### src/rtl/obstacle_scanner_pkg.sv
// ---------------------------------------------------------------------------
// obstacle_scanner_pkg
// Shared snake-game definitions: playfield size, tile codes, the coordinate
// pair used for generator queries and body segments, and the scan FSM states.
// ---------------------------------------------------------------------------
package obstacle_scanner_pkg;

  localparam int GRID_W = 14;  // playfield columns, x runs 1..GRID_W
  localparam int GRID_H = 10;  // playfield rows, y runs 1..GRID_H

  typedef enum logic [1:0] {
    TILE_EMPTY = 2'd0,
    TILE_OBST  = 2'd1,
    TILE_BODY  = 2'd2,
    TILE_HEAD  = 2'd3
  } tile_code_t;

  // Same bit layout as a body entry: {x[3:0], y[3:0]}.
  typedef struct packed {
    logic [3:0] x;
    logic [3:0] y;
  } coord_t;

  localparam coord_t HOME = '{x: 4'd1, y: 4'd1};

  typedef enum logic [1:0] {
    ST_IDLE  = 2'd0,
    ST_SCAN  = 2'd1,
    ST_DRAIN = 2'd2
  } scan_state_t;

endpackage

### src/rtl/snake_body_match.sv
// ---------------------------------------------------------------------------
// snake_body_match
// Purely combinational membership test of one coordinate against the snake
// body. Shared by the frame scanner and the collision logic.
//   body        : MAX_LENGTH x {x,y} segments, body[0] is the head
//   curr_length : number of valid entries (values above MAX_LENGTH clamp)
//   query       : coordinate under test
//   is_head     : query equals body[0] and the snake has at least one segment
//   is_body     : query equals some body[i], 1 <= i < curr_length
// ---------------------------------------------------------------------------
module snake_body_match
  import obstacle_scanner_pkg::*;
#(
  parameter int MAX_LENGTH = 50
) (
  input  logic [MAX_LENGTH-1:0][7:0] body,
  input  logic [7:0]                 curr_length,
  input  coord_t                     query,
  output logic                       is_head,
  output logic                       is_body
);

  logic [7:0] eff_len;

  always_comb begin
    eff_len = (curr_length > 8'(MAX_LENGTH)) ? 8'(MAX_LENGTH) : curr_length;
    is_head = (eff_len != 8'd0) && (body[0] == query);
    is_body = 1'b0;
    // Entries at or beyond the live length are stale and must not match.
    for (int i = 1; i < MAX_LENGTH; i++) begin
      if ((8'(i) < eff_len) && (body[i] == query)) begin
        is_body = 1'b1;
      end
    end
  end

endmodule

### src/rtl/obstacle_scanner.sv
// ---------------------------------------------------------------------------
// obstacle_scanner
// Walks the GRID_W x GRID_H playfield row-major once per start pulse, drives
// the query coordinate into the obstacle generator, merges the returned bit
// with snake-body membership and streams one tile per cell over valid/ready.
//
// Ports:
//   clk, nRst          clock, asynchronous active-low reset
//   start, abort       begin a frame (ignored while busy) / synchronous cancel
//   body, curr_length  snake segments {x,y} (body[0] = head) and live count
//   obstacle           generator answer for the current x/y (same cycle)
//   x, y               query coordinate to the generator
//   tile_valid/ready   output handshake; tile_code/tile_x/tile_y payload
//   busy               scan in progress
//   frame_done         one-cycle pulse after the final tile is accepted
//
// Optional feature, macro OBSTACLE_SCANNER_COUNT_CHECK_EN:
//   exp_count          expected number of obstacle cells in the frame
//   obs_seen           saturating count of captured cells with obstacle=1
//   count_mismatch     registered with frame_done: obs_seen != exp_count
// ---------------------------------------------------------------------------
module obstacle_scanner
  import obstacle_scanner_pkg::*;
#(
  parameter int MAX_LENGTH = 50
) (
  input  logic                       clk,
  input  logic                       nRst,
  input  logic                       start,
  input  logic                       abort,
  input  logic [MAX_LENGTH-1:0][7:0] body,
  input  logic [7:0]                 curr_length,
  input  logic                       obstacle,
  output logic [3:0]                 x,
  output logic [3:0]                 y,
  output logic                       tile_valid,
  input  logic                       tile_ready,
  output logic [1:0]                 tile_code,
  output logic [3:0]                 tile_x,
  output logic [3:0]                 tile_y,
  output logic                       busy,
`ifdef OBSTACLE_SCANNER_COUNT_CHECK_EN
  input  logic [3:0]                 exp_count,
  output logic [3:0]                 obs_seen,
  output logic                       count_mismatch,
`endif
  output logic                       frame_done
);

  scan_state_t state_q, state_d;
  coord_t      pos_q, pos_d;
  coord_t      tile_q, tile_d;
  tile_code_t  code_q, code_d;
  tile_code_t  cell_code;
  logic        valid_q, valid_d;
  logic        busy_q, busy_d;
  logic        done_q, done_d;
  logic        is_head, is_body;
  logic        load, last_cell;
`ifdef OBSTACLE_SCANNER_COUNT_CHECK_EN
  logic [3:0]  obs_q, obs_d;
  logic        mism_q, mism_d;
`endif

  snake_body_match #(.MAX_LENGTH(MAX_LENGTH)) u_body_match (
    .body       (body),
    .curr_length(curr_length),
    .query      (pos_q),
    .is_head    (is_head),
    .is_body    (is_body)
  );

  // Head outranks body, body outranks obstacle.
  always_comb begin
    if (is_head)       cell_code = TILE_HEAD;
    else if (is_body)  cell_code = TILE_BODY;
    else if (obstacle) cell_code = TILE_OBST;
    else               cell_code = TILE_EMPTY;
  end

  // The output register may be refilled when empty or when its tile leaves.
  assign load      = !valid_q || tile_ready;
  assign last_cell = (pos_q.x == 4'(GRID_W)) && (pos_q.y == 4'(GRID_H));

  always_comb begin
    // NOTE: every variable gets a default first so no path leaves it
    // unassigned; otherwise synthesis infers a latch.
    state_d = state_q;
    pos_d   = pos_q;
    tile_d  = tile_q;
    code_d  = code_q;
    valid_d = valid_q;
    busy_d  = busy_q;
    done_d  = 1'b0;
`ifdef OBSTACLE_SCANNER_COUNT_CHECK_EN
    obs_d   = obs_q;
    mism_d  = mism_q;
`endif

    case (state_q)
      ST_IDLE: begin
        pos_d = HOME;
        if (start) begin
          state_d = ST_SCAN;
          busy_d  = 1'b1;
`ifdef OBSTACLE_SCANNER_COUNT_CHECK_EN
          obs_d   = 4'd0;
          mism_d  = 1'b0;
`endif
        end
      end

      ST_SCAN: begin
        if (load) begin
          code_d  = cell_code;
          tile_d  = pos_q;
          valid_d = 1'b1;
`ifdef OBSTACLE_SCANNER_COUNT_CHECK_EN
          // Counts the raw generator bit, even when head/body outrank it.
          if (obstacle && (obs_q != 4'hF)) obs_d = obs_q + 4'd1;
`endif
          if (last_cell) begin
            state_d = ST_DRAIN;
            pos_d   = HOME;
          end else if (pos_q.x == 4'(GRID_W)) begin
            pos_d.x = 4'd1;
            pos_d.y = pos_q.y + 4'd1;
          end else begin
            pos_d.x = pos_q.x + 4'd1;
          end
        end
      end

      ST_DRAIN: begin
        if (valid_q && tile_ready) begin
          state_d = ST_IDLE;
          valid_d = 1'b0;
          busy_d  = 1'b0;
          done_d  = 1'b1;
`ifdef OBSTACLE_SCANNER_COUNT_CHECK_EN
          mism_d  = (obs_q != exp_count);
`endif
        end
      end

      default: state_d = ST_IDLE;
    endcase

    // Abort overrides everything above, including a same-cycle start.
    if (abort) begin
      state_d = ST_IDLE;
      pos_d   = HOME;
      valid_d = 1'b0;
      busy_d  = 1'b0;
      done_d  = 1'b0;
`ifdef OBSTACLE_SCANNER_COUNT_CHECK_EN
      obs_d   = obs_q;
      mism_d  = 1'b0;
`endif
    end
  end

  // NOTE: sequential state uses non-blocking assignments so every register
  // samples the pre-edge values regardless of statement order.
  always_ff @(posedge clk or negedge nRst) begin
    if (!nRst) begin
      state_q <= ST_IDLE;
      pos_q   <= HOME;
      tile_q  <= '0;
      code_q  <= TILE_EMPTY;
      valid_q <= 1'b0;
      busy_q  <= 1'b0;
      done_q  <= 1'b0;
`ifdef OBSTACLE_SCANNER_COUNT_CHECK_EN
      obs_q   <= 4'd0;
      mism_q  <= 1'b0;
`endif
    end else begin
      state_q <= state_d;
      pos_q   <= pos_d;
      tile_q  <= tile_d;
      code_q  <= code_d;
      valid_q <= valid_d;
      busy_q  <= busy_d;
      done_q  <= done_d;
`ifdef OBSTACLE_SCANNER_COUNT_CHECK_EN
      obs_q   <= obs_d;
      mism_q  <= mism_d;
`endif
    end
  end

  assign x          = pos_q.x;
  assign y          = pos_q.y;
  assign tile_valid = valid_q;
  assign tile_code  = code_q;
  assign tile_x     = tile_q.x;
  assign tile_y     = tile_q.y;
  assign busy       = busy_q;
  assign frame_done = done_q;
`ifdef OBSTACLE_SCANNER_COUNT_CHECK_EN
  assign obs_seen       = obs_q;
  assign count_mismatch = mism_q;
`endif

endmodule

### config.mk
export PLATFORM = sky130hd
export DESIGN_NAME = obstacle_scanner
export DESIGN_NICKNAME = d
export VERILOG_FILES = /design/src/rtl/obstacle_scanner_pkg.sv /design/src/rtl/snake_body_match.sv /design/src/rtl/obstacle_scanner.sv
export SDC_FILE = /design/constraint.sdc
export NUM_CORES = 1
export LEC_CHECK = 0
export ABC_AREA = 1
export BUFFER_PORTS_ARGS = -buffer_cell sky130_fd_sc_hd__buf_2
export CAP_MARGIN = 20
export CORE_MARGIN = 4
export CORE_UTILIZATION = 25
export CTS_CLUSTER_SIZE = 40
export DETAILED_ROUTE_END_ITERATION = 7
export GPL_ROUTABILITY_DRIVEN = 0
export PLACE_DENSITY_LB_ADDON = 0.25
export SETUP_SLACK_MARGIN = 0.3
export SLEW_MARGIN = 20
export SYNTH_ARGS = -nofsm -noshare
export SYNTH_HDL_FRONTEND = slang
export SYNTH_HIERARCHICAL = 1
export SYNTH_SLANG_ARGS = --single-unit
### constraint.sdc
create_clock -name clk -period 2.8 [get_ports clk]
set_clock_uncertainty 0.1 [all_clocks]
set_input_delay 0 -clock clk [delete_from_list [all_inputs] [get_ports clk]]
set_output_delay 0 -clock clk [all_outputs]
set_load 0.03 [all_outputs]
# ---- Word-level counts from Yosys, hierarchy flattened
# Cells that the tools add are included.
dict set report word_totals {
  regBits 23
  input_bits 414
  out_inout_bits 21
  wordCells 260
}
dict set report op_classes {
  add_sub_neg 2
  order_cmp 50
  n_eq_ne 59
  n_mux 75
  reduce_logical 65
}
# operator count
set ops {}
lappend ops {{$eq A8 B8 Y1} 50}
lappend ops {{$lt A6 B8 Y1 const A} 18}
lappend ops {{$lt A5 B8 Y1 const A} 16}
lappend ops {{$lt A4 B8 Y1 const A} 8}
lappend ops {{$mux W1} 58}
lappend ops {{$logic_and A1 B1 Y1} 52}
lappend ops {{$lt A3 B8 Y1 const A} 4}
lappend ops {{$mux W8} 4}
lappend ops {{$lt A2 B8 Y1 const A} 2}
lappend ops {{$pmux W8 S2} 1}
lappend ops {{$mux W2} 7}
lappend ops {{$ne A3 B3 Y1 const B} 4}
lappend ops {{$reduce_and A3 Y1} 3}
lappend ops {{$reduce_bool A3 Y1} 3}
lappend ops {{$add A4 B1 Y4 const B} 2}
lappend ops {{$eq A4 B4 Y1 const B} 2}
lappend ops {{$gt A8 B6 Y1 const B} 1}
lappend ops {{$lt A1 B8 Y1 const A} 1}
lappend ops {{$mux W4} 2}
lappend ops {{$reduce_bool A8 Y1} 1}
lappend ops {{$pmux W2 S3} 1}
lappend ops {{$ne A4 B4 Y1 const B} 1}
lappend ops {{$pmux W1 S2} 2}
lappend ops {{$reduce_and A2 Y1} 2}
lappend ops {{6 further kinds} 6}

# ---- Longest topological paths before layout
# Gate-level depths: netlist of the first run.
dict set report logic_depth {
  depth_word 55
  ltp_mapped 19
  mapped_depth_nobuf 17
}

# ---- Hierarchy
# Netlist of the first run, hierarchy kept.
# module n_inst cells_each area_per_inst_um2 seq_area_each_um2
set modules_own_cells {}
lappend modules_own_cells {snake_body_match 1 1035 6128.4 0.0}
lappend modules_own_cells {obstacle_scanner 1 139 1157.4 578.1}

# ---- Worst setup path after synthesis of the first run
# No wires, ideal clock.
dict set report synth_timing {
  kind {register to register}
  startpoint {register pos_q (netlist bit x[2])}
  endpoint {register code_q[0], in the netlist tile_code[0]}
  setup_time_ps 120
  arrival_time_ps 2015
  t_required_ps 2580
  slack_ps 565
  path_stages_with_launch 16
  n_path_buf 3
  synth_period_minus_slack_ps 2235
  cell_sequence {dfrtp_1 -> buf_2 -> buf_4 -> buf_4 -> xnor2_1 -> nand2_1 -> nor3_1 -> nand3_1 -> nand2_1 -> inv_1 -> nand4_1 -> nor2_1 -> nand2_1 -> nor2_1 -> o21ai_0 -> nand2_1}
}
dict set report synth_via {
  elab_chain_cells 53
  word_cells_on_any_way 151
  classes_between {eq/ne: 50; mux: 51; reduce/logical: 50}
}
# element line
set synth_lines {}
lappend synth_lines {{start: declaration} obstacle_scanner.sv:51} ;# coord_t pos_q, pos_d;
lappend synth_lines {{start signal: assignment} obstacle_scanner.sv:180} ;# pos_q <= pos_d;
lappend synth_lines {{$eq A8 B8 Y1} snake_body_match.sv:31} ;# if ((8'(i) < eff_len) && (body[i] == query)) begin
lappend synth_lines {{$logic_and A1 B1 Y1} snake_body_match.sv:31}
lappend synth_lines {{$mux W1 (48 in a row)} snake_body_match.sv:31}
lappend synth_lines {{$mux W1 *} snake_body_match.sv:31}
lappend synth_lines {{named net is_body} obstacle_scanner.sv:58} ;# logic is_head, is_body;
lappend synth_lines {{$mux W2 *} obstacle_scanner.sv:76} ;# else if (is_body) cell_code = TILE_BODY;
lappend synth_lines {{$mux W2 *} obstacle_scanner.sv:75} ;# if (is_head) cell_code = TILE_HEAD;
lappend synth_lines {{end signal: assignment} obstacle_scanner.sv:182} ;# code_q <= code_d;
lappend synth_lines {{end: declaration} obstacle_scanner.sv:53} ;# tile_code_t code_q, code_d;
# Mark *: on every way through the listed nets, which the timed path passes. The rest lies on a longest branch.
# A chain may end at the register's enable or synchronous reset.

# ---- Worst setup path in the final report of the first run
dict set report layout_timing {
  startpoint {register pos_q (netlist bit y[0])}
  endpoint {register code_q[0], in the netlist tile_code[0]}
}
# The elaborated chain is that of the path after synthesis.

==> results of run 1 <==
-- layer usage --
metal | global-route usage, % | wire [um]
met1 | 25.7 | 15000
met2 | 36.9 | 18500
met3 | 3.65 | 2730
met4 | 4.70 | 584
met5 | 0 | 105
-- area by class of cell --
cell class	count	area, sq um	area share [%]
Tap cell	384	480	4.56
Antenna cell	9	22.5	0.214
Sequential cell	23	608	5.77
Timing Repair Buffer	496	2920	27.7
Inverter	82	308	2.92
Clock inverter	1	5.00	0.0475
Multi-Input combinational cell	1014	6120	58.1
Clock buffer	3	75.1	0.712
-- synthesized netlist by cell type (7+ instances only) --
master,instances
sky130_fd_sc_hd__or2_2,10
sky130_fd_sc_hd__buf_6,7
sky130_fd_sc_hd__inv_1,76
sky130_fd_sc_hd__o21ai_0,12
sky130_fd_sc_hd__nand4_1,52
sky130_fd_sc_hd__xnor2_1,232
sky130_fd_sc_hd__dfrtp_1,21
sky130_fd_sc_hd__nand3_1,48
sky130_fd_sc_hd__nor2_1,158
sky130_fd_sc_hd__nand2_1,321
sky130_fd_sc_hd__buf_2,20
sky130_fd_sc_hd__xor2_1,120
sky130_fd_sc_hd__buf_4,28
sky130_fd_sc_hd__nor3_1,17
-- timing repair --
item / in CTS / in global routing
setup buffers: 1 / 24
endpoints found under the setup margin: 2 / 2
resized for setup: 0 / 40
hold endpoints to repair: 25 / 0
hold buffers: 3 / 0
cloned: 1 / 3
pin swaps: 0 / 29
-- path summary, 6_finish.rpt --
check                          start            to  slack, ns  cells past startpoint
min in group asynchronous       nRst          busy       0.16                      2
setup / recovery                y[0]  tile_code[0]       0.36                     16
max in group asynchronous       nRst          y[2]       2.03                      2
hold / removal                 abort          busy      0.006                      4
setup reg to reg                y[0]  tile_code[0]       0.36                     16
hold reg to reg            tile_x[1]     tile_x[1]       0.38                      2
-- sequential cells by signal, indices dropped and copies added, names as in the netlist, 2 cells and up --
name       count
tile_y         4
y              4
state_q        2
x              4
tile_code      2
tile_x         4
-- cell families after synthesis --
group | Yosys count | synth area share (%)
AOI/OAI and AO/OA | 32 | 2.68
adders and majority gates | 4 | 0.687
buffers and inverters | 137 | 9.57
DFF | 23 | 7.93
xor gates and xnor gates | 352 | 42.3
and+or+nand+nor | 626 | 36.8
-- worst max-delay path, stage by stage, from the launching register on --
cell and delay, ns:
sky130_fd_sc_hd__dfstp_4 0.70, sky130_fd_sc_hd__buf_12 0.12, sky130_fd_sc_hd__clkbuf_16 0.15, sky130_fd_sc_hd__xnor2_1 0.11
sky130_fd_sc_hd__nand2_1 0.07, sky130_fd_sc_hd__nor2_1 0.27, sky130_fd_sc_hd__nand3_1 0.13, sky130_fd_sc_hd__nand2_1 0.09
sky130_fd_sc_hd__nor2_1 0.04, sky130_fd_sc_hd__nand2_1 0.05, sky130_fd_sc_hd__nor2_1 0.04, sky130_fd_sc_hd__nand2_1 0.06
sky130_fd_sc_hd__nor2_1 0.04, sky130_fd_sc_hd__nand2_1 0.12, sky130_fd_sc_hd__nor2_1 0.06, sky130_fd_sc_hd__o21ai_1 0.11
sky130_fd_sc_hd__nand2_1 0.06
-- power by group --
part	switching [mW]	internal, mW
Clock	0.124	0.192
Combinational	1.86	1.53
Sequential	0.0991	0.424
==> results.txt, run 1 <==
----------------------------------------------------
[Route]
  Number of remaining DRC errors ... 0
  Overall via count from detail_route ... around 8,900
  Pre-Repair DR Iteration Count ... 7
  Antenna-violating nets left ... 0
  Initial drt markers ... between 300 and 400
  Detailed-route wire length per cell ... around 18 um
  Final Routed Wirelength ... 37,000 um
  Vias per cell ... 4.43

[Cells and area]
  Final core utilization ... between 30% and 40%
  Number of nets in the layout ... between 2,000 and 2,500
  Total of fill cells in the finished design ... 3,214
  Fraction of final layout cells with drive strength greater than 1 ... 35.3%
  Final design area excluding fillers ... 10,500 sq um
  Leading cell types in the layout, fill and taps excluded ... sky130_fd_sc_hd__buf_2, sky130_fd_sc_hd__nand2_1, sky130_fd_sc_hd__xnor2_1
  Most common cell after layout, fill and taps aside ... sky130_fd_sc_hd__buf_2
  Area growth from synthesis to layout ... 44.7%
  Number of standard cells in the final layout excluding fillers ... roughly 2,000

[STA]
  Worst slew pin tran ... ~0.57 ns
  Post-route setup slack ... about 0.36 ns
  Worst hold slack across all endpoints ... 0.00608 ns
  Setup-violating endpoint count in the final report ... 0
  Final Hold Fails ... 0
  Minimum clock period after layout ... 2.44 ns
  Ratio of final minimum period to clock period ... ~87%
  Count of pins over their slew limit ... 0
  Fmax ... around 410 MHz
  Aggregate negative setup slack ... 0 ns
  RSZ-0062 raised after global routing ... yes
  Worst slew margin ... between 60% and 70%

[Global routing]
  Pin count of the biggest net entering global routing ... 31
  Wire length of the first global-routing pass ... around 50,000 um
  GRT overflow ... 0
  Via count of the first global-routing pass ... approximately 8,700
  GRT Total Usage ... roughly a fifth
  Number of antenna violations at the first check in global routing ... 16

[Setup path]
  Critical path data required time ... ~2.9 ns
  Maximum fanout encountered on the critical timing path ... 6
  Critical Path Sink Type ... register
  Worst setup SP type ... register
  Type of the worst setup path ... register to register
  CP Data Arrival Time ... 2.49 ns

[Logic synthesis]
  Post-synthesis sequential area ratio ... under 10%
  Cell types occupying the most area after synthesis ... sky130_fd_sc_hd__xnor2_1, sky130_fd_sc_hd__nand2_1, sky130_fd_sc_hd__xor2_1
  FF+latch count, synth ... 23
  Flip-flop cell with the highest count after synthesis ... sky130_fd_sc_hd__dfrtp_1
  Combined area of all synthesized cells ... roughly 7300 sq um
  Proportion of netlist area held by the largest area contributor ... between 20% and 30%
  Synthesized instance count ... 1,174
  Number of nets in the synthesized netlist ... 1,592
  Number of enable-type register cells in the synthesized netlist ... 0
  Mean post-synth cell area ... between 6 and 7 sq um
  Number of distinct library cells after synthesis ... 32
  Fraction of registers with async set or reset after synthesis ... 100%
  Leading area contributor after synthesis ... sky130_fd_sc_hd__xnor2_1
  Yosys warning total ... 6

[Status]
  Run status ... completed

[Place]
  Setup slack after placement ... approximately 0.29 ns
  Estimated wirelength of the detail-placed design ... 29,900 um
  Number of buffers inserted by port buffering ... ~430
  Total placed instance area ... roughly 10000 sq um
  Total placed cells including tap cells ... between 1,500 and 2,000

[Clock network]
  Clk_lat worst skew ... ~0.26 ns
  Clock root buffer master ... sky130_fd_sc_hd__clkbuf_16
  Buffers from clock root to sink, at most ... 2
  Clock transition at the registers of the reported paths ... 0.06 ns
  TritonCTS clock tree ... built
  Inserted Clock Buffers ... 3
  CTS H-Tree Depth ... 1
  Clock tree sinks ... 23

[Floorplan]
  Top-level I/O count ... 435
  Site Rows ... between 60 and 70
  Die outline width ... 179 um
  Overall die area ... 31,900 sq um
  Vertical extent of the die ... 179 um
  Starting utilization of the core area ... 25.4%
  Core area ... between 20,000 and 30,000 sq um

[Flow run]
  Max_cap viols ... 0

[Power]
  Power per standard cell area ... approximately 400 nW/um^2
  Total power of the final layout ... 4.23 mW
  Leakage power of the design ... around 5.3 nW
  Peak supply drop ... between 0.3 and 0.4 mV

[Min path]
  Type of the tightest min-delay check ... input port to register

----------------------------------------------------
Note: power is estimated with default switching activity, not from simulation.
==> inputs of run 2 (changes only) <==
clock period = 3.2 ns   (was 2.8 ns; I/O delays follow)
==> results.txt, run 2 (synthesis results as in run 1) <==
----------------------------------------------------
[Status]
  Run status ... completed (unchanged)

[Setup path]
  CP cell instances ... buf_4 -> xor2_1 -> nor3_1 -> nand3_1 -> nand2_1 -> nor2_1 -> nand2_1 -> nor2_1 -> nand2_1 -> nor2_1 -> o21ai_0 -> nand2_1 (was buf_12 -> clkbuf_16 -> xnor2_1 -> nand2_1 -> nor2_1 -> nand3_1 -> nand2_1 -> nor2_1 -> nand2_1 -> nor2_1 -> nand2_1 -> nor2_1 -> nand2_1 -> nor2_1 -> o21ai_1 -> nand2_1)
  Stage delay of the slowest cell on the critical path ... 0.53 ns (was 0.70 ns)
  Critical Path Sink Type ... register (unchanged)
  R2R setup slack ... 0.61 ns (was 0.36 ns)
  CP Data Arrival Time ... 2.63 ns (was 2.49 ns)
  Critical path data required time ... 3.25 ns (was 2.85 ns)
  Cell with the biggest individual delay on the critical path ... sky130_fd_sc_hd__dfrtp_4 (was sky130_fd_sc_hd__dfstp_4)
  Maximum fanout encountered on the critical timing path ... 26 (was 6)
  Most numerous cell on the critical path ... sky130_fd_sc_hd__nand2_1 (unchanged)
  Worst setup SP type ... register (unchanged)
  Type of the worst setup path ... register to register (unchanged)

[Global routing]
  GRT Total Usage ... 20.5% (was 20.6%)
  Met3 demand-to-capacity share in global routing ... 3.58% (was 3.65%)
  GRT overflow ... 0 (unchanged)
  Number of antenna violations at the first check in global routing ... 14 (was 16)
  Via count of the first global-routing pass ... 8,636 (was 8,685)
  Wire length of the first global-routing pass ... 50,300 um (was 50,400 um)
  Met2 track demand over resource ... 37.1% (was 36.9%)
  Pin count of the biggest net entering global routing ... 32 (was 31)
  M1 GR Usage ... 25.9% (was 25.7%)
  Top Usage Layer GRT ... met2 (unchanged)

[Power]
  Leakage power of the design ... 5.06 nW (was 5.29 nW)
  Power per standard cell area ... 335 nW/um^2 (was 401 nW/um^2)
  Proportion of power drawn by flip-flops and latches ... 15.5% (was 12.4%)
  Peak supply drop ... 0.292 mV (was 0.358 mV)
  Logic pwr share ... 76.3% (was 80.1%)
  Internal power ... 1.65 mW (was 2.15 mW)
  Share of total power in the clock network ... 8.2% (was 7.5%)
  Switching fraction of total power ... 50.7% (was 49.2%)
  Sw Pwr ... 1.70 mW (was 2.08 mW)

[Place]
  Number of buffers inserted by port buffering ... 434 (unchanged)
  Estimated wirelength of the detail-placed design ... 29,900 um (about the same)
  Total placed cells including tap cells ... 1,966 (was 1,967)

[Clock network]
  Post-cts resize count ... 0 (unchanged)
  Clk_lat worst skew ... 0.26 ns (about the same)
  TritonCTS clock tree ... built (unchanged)
  Inserted Clock Buffers ... 3 (unchanged)
  Clock transition at the registers of the reported paths ... 0.06 ns (about the same)
  Buffers from clock root to sink, at most ... 2 (unchanged)
  Clock tree sinks ... 23 (unchanged)
  CTS H-Tree Depth ... 1 (unchanged)
  Clock root buffer master ... sky130_fd_sc_hd__clkbuf_16 (unchanged)

[Route]
  Overall via count from detail_route ... 8,763 (was 8,920)
  Final Routed Wirelength ... 35,500 um (was 37,000 um)
  Pre-Repair DR Iteration Count ... 4 (was 7)
  Vias per cell ... 4.42 (was 4.43)
  Initial drt markers ... 307 (was 353)
  Detailed-route wire length per cell ... 17.9 um (was 18.4 um)
  Number of remaining DRC errors ... 0 (unchanged)
  Antenna-violating nets left ... 0 (unchanged)

[STA]
  RSZ-0062 raised after global routing ... no (was yes)
  Setup-violating endpoint count in the final report ... 0 (unchanged)
  Ratio of final minimum period to clock period ... 80.8% (was 87.1%)
  Worst slew margin ... 62.7% (was 61.6%)
  Fmax ... 387 MHz (was 410 MHz)
  Final Hold Fails ... 0 (unchanged)
  Minimum clock period after layout ... 2.59 ns (was 2.44 ns)
  Worst slew pin tran ... 0.560 ns (was 0.570 ns)
  Aggregate negative setup slack ... 0 ns (unchanged)
  Count of pins over their slew limit ... 0 (unchanged)

[Floorplan]
  Starting utilization of the core area ... 25.4% (unchanged)
  Vertical extent of the die ... 179 um (unchanged)
  Die outline width ... 179 um (unchanged)
  Core area ... 28,700 sq um (unchanged)
  Site Rows ... 62 (unchanged)
  Top-level I/O count ... 435 (unchanged)
  Overall die area ... 31,900 sq um (unchanged)

[Cells and area]
  Fraction of final layout cells with drive strength greater than 1 ... 32.4% (was 35.3%)
  Area growth from synthesis to layout ... 37.5% (was 44.7%)
  Number of nets in the layout ... 2,009 (was 2,038)
  Number of standard cells in the final layout excluding fillers ... 1,983 (was 2,012)
  Most common cell after layout, fill and taps aside ... sky130_fd_sc_hd__buf_2 (unchanged)
  Total of fill cells in the finished design ... 3,240 (was 3,214)
  Leading cell types in the layout, fill and taps excluded ... sky130_fd_sc_hd__buf_2, sky130_fd_sc_hd__nand2_1, sky130_fd_sc_hd__xnor2_1 (unchanged)

[Min path]
  Type of the tightest min-delay check ... input port to register (unchanged)

[Flow run]
  Max_cap viols ... 0 (unchanged)

----------------------------------------------------
-- run 2: cell count changes in the layout (fill, tap and decap cells not counted), moves of 6 or more --
cell / before / now
sky130_fd_sc_hd__nor2_2: 16 / 5
sky130_fd_sc_hd__buf_6: 6 / 0
sky130_fd_sc_hd__nor2_1: 146 / 158
sky130_fd_sc_hd__nor3_1: 11 / 17
sky130_fd_sc_hd__buf_12: 14 / 6
sky130_fd_sc_hd__nor3_2: 6 / 0
sky130_fd_sc_hd__buf_4: 33 / 23
-- run 2: path summary, 6_finish.rpt --
path                            cells past startpoint  startpoint           end
worst max-delay path                               12        y[2]  tile_code[0]
worst min-delay path                                4       abort    state_q[1]
worst max register to register                     12        y[2]  tile_code[0]
worst min register to register                      2   tile_y[1]     tile_y[1]
max in group asynchronous                           2        nRst          x[2]
min in group asynchronous                           2        nRst     tile_x[2]
-- run 2: what timing repair did --
item	in CTS	in global routing
setup endpoints to repair	0	0
hold buffers	4	0
endpoints found under the hold margin	23	0
setup buffers	0	0
-- run 2: power groups by stage --
stage	combinational (mW)	sequential [mW]	clock (mW)
final	2.56	0.519	0.275
after global routing	2.82	0.534	0.297
after CTS	2.58	0.520	0.285
after detailed placement	2.56	0.523	0
after global placement	2.54	0.524	0
after floorplan	1.72	0.535	0
-- run 2: critical path, delay by kind of cell (launching register included) --
kind	cells	cell delay (ns)
xor gates and xnor gates	1	0.13
buffers and inverters	1	0.49
DFF	1	0.53
and+or+nand+nor	9	1.01
AOI/OAI and AO/OA	1	0.16
-- run 2: metal layers --
| layer | part of all wire, % | routed length, um |
|---|---|---|
| met1 | 41 | 14500 |
| met2 | 51 | 18100 |
| met3 | 7.2 | 2570 |
| met4 | 0.87 | 310 |
| met5 | 0.21 | 76 |
-- run 2: cell type report --
cell class | instances | area, sq um | area share, %
well taps | 384 | 480 | 4.80
inverters | 82 | 308 | 3.07
clock buffers | 3 | 75.1 | 0.750
multi-input cells | 1014 | 6010 | 60.0
diodes | 9 | 22.5 | 0.225
repair buffers | 467 | 2500 | 25.0
clock inverters | 1 | 5.00 | 0.0500
flip-flops and latches | 23 | 608 | 6.07
-- run 2: metrics by stage --
| step | power (mW) | hold WS (ns) | cell area, sq um | worst slack (ns) | util, % |
|---|---|---|---|---|---|
| after floorplan | 2.25 | -0.396 | 7290 | 0.965 | - |
| after global placement | 3.07 | -0.0738 | 9870 | 0.623 | 34.4 |
| after detailed placement | 3.08 | -0.0763 | 9870 | 0.664 | 34.4 |
| after CTS | 3.38 | 0.0150 | 9990 | 0.640 | 34.8 |
| after global routing | 3.65 | 0.0424 | 10000 | 0.420 | 34.9 |
| final | 3.36 | 0.0162 | 10000 | 0.615 | 34.9 |
